[src/rtl/pid_round_robin_scheduler.sv]
// pid_round_robin_scheduler
//   Shares one PID datapath across NUM_MOTORS motor channels. A free-running
//   period counter produces the control tick; each accepted tick starts a
//   round that launches one PID evaluation per enabled motor in index order,
//   waits for the result (or gives up after TIMEOUT cycles) and writes the
//   duty value into the per-motor duty bank.
//
// Ports
//   CLK, reset       system clock, synchronous active-high reset
//   enable           1 = ticks start rounds, 0 = ticks are dropped
//   motor_enable     per-motor enable mask, captured when a round starts
//   pid_start        one-cycle launch strobe to the PID engine
//   pid_motor_id     motor under evaluation (START through WRITE, else 0)
//   pid_done         one-cycle completion strobe from the PID engine
//   pid_result       signed duty from the PID engine, valid with pid_done
//   duty_wr          one-cycle write strobe to the duty bank
//   duty_wr_id       target motor of duty_wr
//   duty_wr_data     signed duty written (0 after a timeout)
//   busy             round in progress
//   fault            sticky per-motor PID-timeout flags
//   fault_clear      pulse, clears all fault bits (a same-cycle set wins)
//   overrun          one-cycle pulse, tick arrived while busy
//   overrun_count    saturating overrun counter
//
// Handshake: pid_start/pid_done and duty_wr are single-cycle strobes with no
// back-pressure; the PID engine must accept a launch whenever pid_start is
// high, and pid_done is only honoured while a launched evaluation is pending.
module pid_round_robin_scheduler #(
    parameter int NUM_MOTORS   = 4,
    parameter int CLOCK_FREQ   = 16_000_000,
    parameter int CONTROL_FREQ = 1000,
    parameter int TIMEOUT      = 64,
    localparam int IDW = (NUM_MOTORS > 1) ? $clog2(NUM_MOTORS) : 1
) (
    input  logic                   CLK,
    input  logic                   reset,
    input  logic                   enable,
    input  logic [NUM_MOTORS-1:0]  motor_enable,
    output logic                   pid_start,
    output logic [IDW-1:0]         pid_motor_id,
    input  logic                   pid_done,
    input  logic signed [23:0]     pid_result,
    output logic                   duty_wr,
    output logic [IDW-1:0]         duty_wr_id,
    output logic signed [23:0]     duty_wr_data,
    output logic                   busy,
    output logic [NUM_MOTORS-1:0]  fault,
    input  logic                   fault_clear,
    output logic                   overrun,
    output logic [7:0]             overrun_count
);

    localparam int PERIOD = CLOCK_FREQ / CONTROL_FREQ;
    localparam int CW     = (PERIOD > 1) ? $clog2(PERIOD) : 1;
    localparam int TW     = (TIMEOUT > 2) ? $clog2(TIMEOUT) : 1;

    typedef enum logic [2:0] {
        S_IDLE,
        S_SCAN,
        S_START,
        S_WAIT,
        S_WRITE
    } state_t;

    state_t                 state;
    state_t                 state_next;
    logic [CW-1:0]          period_cnt;
    logic                   tick;
    logic [NUM_MOTORS-1:0]  mask;
    logic [IDW-1:0]         idx;
    logic [TW-1:0]          timer;
    logic signed [23:0]     data;
    logic                   last_idx;
    logic                   timeout_hit;
    logic                   round_go;
    logic [NUM_MOTORS-1:0]  fault_set;

    assign tick     = (period_cnt == CW'(PERIOD - 1));
    assign last_idx = (idx == IDW'(NUM_MOTORS - 1));
    assign round_go = tick && enable && (state == S_IDLE);

    // timer holds the number of WAIT cycles already spent; the last allowed
    // WAIT cycle is the one where timer reaches TIMEOUT-2, which puts the
    // timeout write exactly TIMEOUT cycles after pid_start.
    assign timeout_hit = (timer == TW'(TIMEOUT - 2));

    always_comb begin
        state_next = state;
        fault_set  = '0;
        case (state)
            S_IDLE:  if (round_go) state_next = S_SCAN;
            S_SCAN: begin
                if (mask[idx])     state_next = S_START;
                else if (last_idx) state_next = S_IDLE;
            end
            S_START: state_next = S_WAIT;
            S_WAIT: begin
                if (pid_done) begin
                    state_next = S_WRITE;
                end else if (timeout_hit) begin
                    state_next     = S_WRITE;
                    fault_set[idx] = 1'b1;
                end
            end
            S_WRITE: state_next = last_idx ? S_IDLE : S_SCAN;
            default: state_next = S_IDLE;
        endcase
    end

    always_ff @(posedge CLK) begin
        if (reset) begin
            state         <= S_IDLE;
            period_cnt    <= '0;
            mask          <= '0;
            idx           <= '0;
            timer         <= '0;
            data          <= '0;
            fault         <= '0;
            overrun_count <= '0;
        end else begin
            state      <= state_next;
            period_cnt <= tick ? '0 : period_cnt + 1'b1;
            fault      <= (fault_clear ? '0 : fault) | fault_set;
            if (overrun && (overrun_count != 8'hFF))
                overrun_count <= overrun_count + 8'd1;
            case (state)
                S_IDLE: begin
                    if (round_go) begin
                        mask <= motor_enable;
                        idx  <= '0;
                    end
                end
                S_SCAN: begin
                    if (!mask[idx] && !last_idx) idx <= idx + 1'b1;
                end
                S_START: timer <= '0;
                S_WAIT: begin
                    if (pid_done) begin
                        data <= pid_result;
                    end else begin
                        timer <= timer + 1'b1;
                        if (timeout_hit) data <= '0;
                    end
                end
                S_WRITE: begin
                    if (!last_idx) idx <= idx + 1'b1;
                end
                default: ;
            endcase
        end
    end

    assign busy         = (state != S_IDLE);
    assign overrun      = tick && busy;
    assign pid_start    = (state == S_START);
    assign pid_motor_id = (state == S_START || state == S_WAIT || state == S_WRITE) ? idx : '0;
    assign duty_wr      = (state == S_WRITE);
    assign duty_wr_id   = duty_wr ? idx : '0;
    assign duty_wr_data = duty_wr ? data : '0;

endmodule

[config.mk]
export PLATFORM = sky130hd
export DESIGN_NAME = pid_round_robin_scheduler
export DESIGN_NICKNAME = d
export VERILOG_FILES = /design/src/rtl/pid_round_robin_scheduler.sv
export SDC_FILE = /design/constraint.sdc
export NUM_CORES = 1
export LEC_CHECK = 0
export BUFFER_PORTS_ARGS = -buffer_cell sky130_fd_sc_hd__buf_2
export CORE_MARGIN = 2
export CORE_UTILIZATION = 40
export DETAILED_ROUTE_END_ITERATION = 6
export PLACE_DENSITY = 0.75
export SLEW_MARGIN = 25
export SYNTH_ARGS = -nofsm -noshare
export SYNTH_HDL_FRONTEND = slang
export SYNTH_SLANG_ARGS = --single-unit
[constraint.sdc]
create_clock -name CLK -period 2.9 [get_ports CLK]
set_clock_uncertainty 0.05 [all_clocks]
set_input_delay 0.435 -clock CLK [delete_from_list [all_inputs] [get_ports CLK]]
set_output_delay 0.435 -clock CLK [all_outputs]
set_load 0.05 [all_outputs]
# Word level (Yosys, flattened, before mapping)
# Index checks and enable logic that the tools add are counted.
[word_totals]
ff_bits = 65
in_bits = 33
out_inout_bits = 44
elab_cells = 76
[op_classes]
addsub = 4
magnitude_cmp = 2
eq_ne = 14
mux = 26
n_bitwise = 1
n_reduce_logical = 21
[op_table]
columns = ["op", "count"]
rows = [
  ["two-way mux 24 bit", 3],
  ["two-way mux 4 bit", 4],
  ["two-way mux 3 bit", 5],
  ["case mux 3 bit (5 select lines)", 1],
  ["adder 14 x 1 -> 14 bit, second input constant", 1],
  ["== test 14 bit, second input constant", 1],
  ["case mux 6 bit (2 select lines)", 1],
  ["two-way mux 2 bit", 5],
  ["adder 8 x 1 -> 8 bit, second input constant", 1],
  ["inequality test 2 bit, second input constant", 4],
  ["inequality test 8 bit, second input constant", 1],
  ["adder 6 x 1 -> 6 bit, second input constant", 1],
  ["== test 3 x 2 -> 1 bit, second input constant", 2],
  ["== test 6 bit, second input constant", 1],
  ["logical AND 1 bit", 6],
  ["two-way mux 6 bit", 1],
  ["inequality test 3 bit, second input constant", 2],
  ["case mux 2 bit (3 select lines)", 1],
  ["AND reduction 2 bit", 3],
  ["nonzero test 3 bit", 2],
  ["bitwise OR 4 bit", 1],
  ["AND reduction 4 bit", 1],
  ["nonzero test 2 bit", 2],
  ["== test 3 x 1 -> 1 bit, second input constant", 1],
  ["other kinds (13)", 17],
]

# Depth between registers and ports, before layout
[logic_depth]
ltp_word = 8
depth_mapped = 7
mapped_depth_nobuf = 6

# Least setup slack after synthesis
# No wires, ideal clock.
[synth_timing]
path_kind = "register -> output"
startpoint = "register state[2]"
endpoint = "output port duty_wr_data[14]"
arrival_ns = 2.234
required_ns = 2.415
slack_ns = 0.181
path_stages_with_launch = 5
path_buffers = 2
path_cell_list = "dfxtp_1 -> clkbuf_1 -> nor3b_1 -> clkbuf_1 -> and2_1"
[synth_between]
elab_chain_len = 2
[synth_lines]
columns = ["element", "line_no", "rtl"]
rows = [
  ["from (decl)", "65", "state_t state;"],
  ["from (signal assigned)", "121", "state <= state_next;"],
  ["== test 3 bit", "157", "assign duty_wr = (state == S_WRITE);"],
  ["via duty_wr", "43", "output logic duty_wr,"],
  ["two-way mux 24 bit", "159", "assign duty_wr_data = duty_wr ? data : '0;"],
  ["to (decl)", "45", "output logic signed [23:0] duty_wr_data,"],
]
# The timed path passes the listed nets, and every way through them passes these cells.

# Worst setup path in the final report
[layout_timing]
startpoint = "register period_cnt[0]"
endpoint = "output port overrun"
[layout_between]
elab_chain_len = 2
[layout_lines]
columns = ["element", "line_no", "rtl"]
rows = [
  ["from (decl)", "67", "logic [CW-1:0] period_cnt;"],
  ["from (signal assigned)", "122", "period_cnt <= tick ? '0 : period_cnt + 1'b1;"],
  ["== test 14 bit", "78", "assign tick = (period_cnt == CW'(PERIOD - 1));"],
  ["logical AND 1 bit", "154", "assign overrun = tick && busy;"],
  ["to (decl)", "49", "output logic overrun,"],
]
# Every way passes these cells.

==> flow_results.org <==
** Run status
- The run finished with clean final reports.

** Die
- Vertical die dimension :: 90.3 um
- During I/O placement, the number of pins put on the boundary was 77.
- The initialized floorplan defines 31 standard-cell rows.
- In this run the horizontal extent of the chip is 90.3 um.
- After floorplanning, the core was sized to cover 7250 um^2.
- The initial utilization of the core area, before any placement, comes to 0.411.
- Area enclosed by the die boundary :: 8160 um^2

** Clock tree
- Root cell of the clock tree :: clkbuf_8
- Clock Sinks :: 65
- Cts hold-fix bufs :: 0
- Inserted Clock Buffers :: 9
- Register clock-pin slew on the reported worst setup and hold paths :: 80 ps
- H-tree depth reported by CTS :: 3
- Maximum root-to-sink buffer count :: 2
- TritonCTS built the clock tree.
- The number of setup buffers added after CTS is 0.
- Clk_lat worst skew :: 330 ps
- After clock tree synthesis, the repair step resized 0 gates.

** Logic synthesis
- Synth area leader :: dfxtp_1
- Proportion of synthesized area in mux cells :: 0.0214
- Top_reg_cell synth :: dfxtp_1
- Ranked by instance count, the synthesized netlist is headed by dfxtp_1, nor2_1, and2_1.
- Post-synth top area share :: 0.437
- Most frequent cell after synthesis :: dfxtp_1
- In this run the cell area of the synthesized design comes to 2980 um^2.
- Xor and xnor area share after synthesis :: 0.0500
- Cell types occupying the most area after synthesis :: dfxtp_1, a22o_1, and2_1, nor2_1, xnor2_1
- Post-Synth Adder-Cell Area :: 0.0336
- Sequential-to-total area share from yosys stat :: 0.437
- Of the total synthesized cell area, the portion taken by AND, OR, NAND and NOR gates is 0.280.
- When the netlist entered floorplanning its net count stood at 364.
- Synthesis handed over a netlist of 323 instances.
- Number of synthesized flops with an enable pin :: 0
- Number of distinct standard cells referenced by the synthesized netlist :: 44
- Synthesis inferred 65 register bits.
- The average instance in the mapped netlist occupies 9.23 um^2.
- Post-synthesis compound-gate area fraction :: 0.149
- For this run, the number of Yosys warnings is 0.
- Share of flip-flops with an asynchronous set or reset :: 0
- Largest family of logic cells by synthesized area :: simple AND/OR/NAND/NOR gates

** Timing
- On the final layout, the worst hold slack is 260 ps.
- Count of final hold-check violations :: 0
- Summed over all failing endpoints, the final setup total negative slack is 0 ps.
- Derived from the worst setup path, the maximum achievable clock frequency is 0.408 GHz.
- The smallest clock period supported by the final layout is computed as 2450 ps.
- Number of setup violations in the final report :: 0
- The final count of pins violating max slew was 0.
- Post-layout worst setup margin :: 447 ps
- Rel. slew slack :: 0.502
- Share of the clock period used by the worst path after layout :: 0.846
- RSZ-0062 raised after global routing :: false
- Actual slew at the worst max-slew pin :: 740 ps

** Global route
- Number of global-route vias before repair :: 2,482
- The initial antenna violation count was 0.
- For this run, the total global-route usage over all layers was measured as 0.163.
- Gr ovfl total :: 0
- Global-route wire length before repair :: 11,000 um
- Entering global routing, the biggest net connects 33 pins.

** Flow run
- Number of maximum-capacitance constraint violations :: 0

** Layout
- Summing all multi-input logic gate instances after layout gives 1600 um^2.
- The finished cells cover 3700 um^2.
- Count of non-filler cells in the finished layout :: 505
- Number of nets in the layout :: 442
- The number of antenna diodes in the final layout is 0.
- Fraction of final layout cells with drive strength greater than 1 :: 0.268
- Compared with the post-synthesis result, the final layout area differs by 24.0%.
- Once layout is complete, the utilization of the core stands at 0.510.
- Across the whole layout, storage elements account for 1300 um^2.
- Fillcell total :: 702

** Power
- Internal power comes to 1.40 mW.
- VDD sags by at most 0.213 mV.
- Final total power :: 1.79 mW
- Of the total power, the clock network draws 0.470.
- Power density over the cells :: 485 nW/um^2
- Comb pwr share :: 0.029
- Of the total power, the share spent switching nets is 0.218.
- Standby leakage power :: 1.56 nW
- Power spent charging and discharging nets :: 0.391 mW
- The share of total power dissipated in sequential elements is 0.501.

** Placed design
- In this run, placement finished with an instance count of 489.
- The count of buffers added on input and output ports is 76.
- Detailed placement finished with a half-perimeter wire length of 4450 um.
- GP Congestion :: 0.835
- OpenSTA, run right after detailed placement, puts the worst setup slack at 677 ps.
- Once placement finished, the instance area stood at 3480 um^2.

** Routing
- Antenna Violating Nets Remaining :: 0
- Vias post-DR :: 2,592
- In the routed layout, each cell is associated on average with a via count of 5.13.
- Starting DRT DRC Count :: 111
- Routed length per placed instance :: 12.5 um
- The first detailed-routing pass ran for 4 iterations.
- DRC violation count after routing :: 0
- For this block, the routed nets add up to 6310 um of wire.

** Worst setup path
- Along the worst path, the maximum fanout reaches 10.
- STA classifies the critical path startpoint as a flip-flop.
- The setup check on the worst reg-to-reg path leaves a slack of 700 ps.
- The worst setup path is captured at an output port.
- STA puts the critical path data arrival time at 1970 ps.
- The critical path is of the flip-flop to output port type.
- STA puts the critical path data required time at 2410 ps.

** Hold path
- The min-delay analysis places its worst path in the category primary input to flip-flop.
power by group through the flow:
stage	clock (mW)	combinational, mW	sequential, mW
final	0.843	0.0512	0.899
after global routing	0.916	0.0578	0.900
after CTS	0.865	0.0516	0.899
after detailed placement	0	0.0515	0.920
after global placement	0	0.0510	0.920
after floorplan	0	0.0230	0.919
final timing paths:
check	from	end	depth (start not counted)
min reg2reg	data[0]$_SDFFE_PP0P_	data[0]$_SDFFE_PP0P_	1
max	period_cnt[0]$_SDFF_PP0_	overrun	6
min	pid_result[9]	data[9]$_SDFFE_PP0P_	2
max reg2reg	period_cnt[0]$_SDFF_PP0_	overrun_count[0]$_SDFFE_PP0P_	5
cell families (layout without fill, tap and decap cells):
group / after synthesis / after routing
compound gates: 59 / 59
xor+xnor: 17 / 17
fa+ha+maj: 8 / 8
buf+inv: 23 / 106
flops: 65 / 65
mux: 5 / 5
simple gates: 146 / 146
area by class of cell:
cell class | count | share of cell area
Clock inverter | 7 | 0.0257
Clock buffer | 9 | 0.0335
Multi-Input combinational cell | 235 | 0.433
Inverter | 9 | 0.00914
Sequential cell | 65 | 0.352
Timing Repair Buffer | 81 | 0.113
Tap cell | 99 | 0.0335
metal layers:
layer / track usage / share of wire / up-vias
met2: 0.271 / 0.47 / 63
li1: - / - / 1306
met1: 0.200 / 0.47 / 1216
met5: 0 / 0 / -
met3: 0.0442 / 0.042 / 7
met4: 0.0654 / 0.016 / 0
critical path: stages, from the launching register on:
cell     delay [ps]
dfxtp_1         380
ha_1            250
nand3_4         150
nor4_1          290
buf_4           190
and2_1          130
buf_2           260
state kept, by name, indices dropped and copies added, names as in the netlist:
signal	count
mask	4
state	3
timer	6
data	24
overrun_count	8
period_cnt	14
idx	2
fault	4
cell usage in the layout (no fill, tap or decap), types with 6 or more instances in the layout:
cell type,instances
a21oi_1,13
a22o_1,24
and2_1,30
buf_2,76
clkbuf_8,9
dfxtp_1,65
ha_1,8
inv_1,9
nand2_1,11
nand2b_1,6
nand3_1,11
nor2_1,35
nor2b_1,6
nor3_1,11
nor4_1,6
o21ai_0,7
xnor2_1,13
Power figures use the tool's default switching activity.
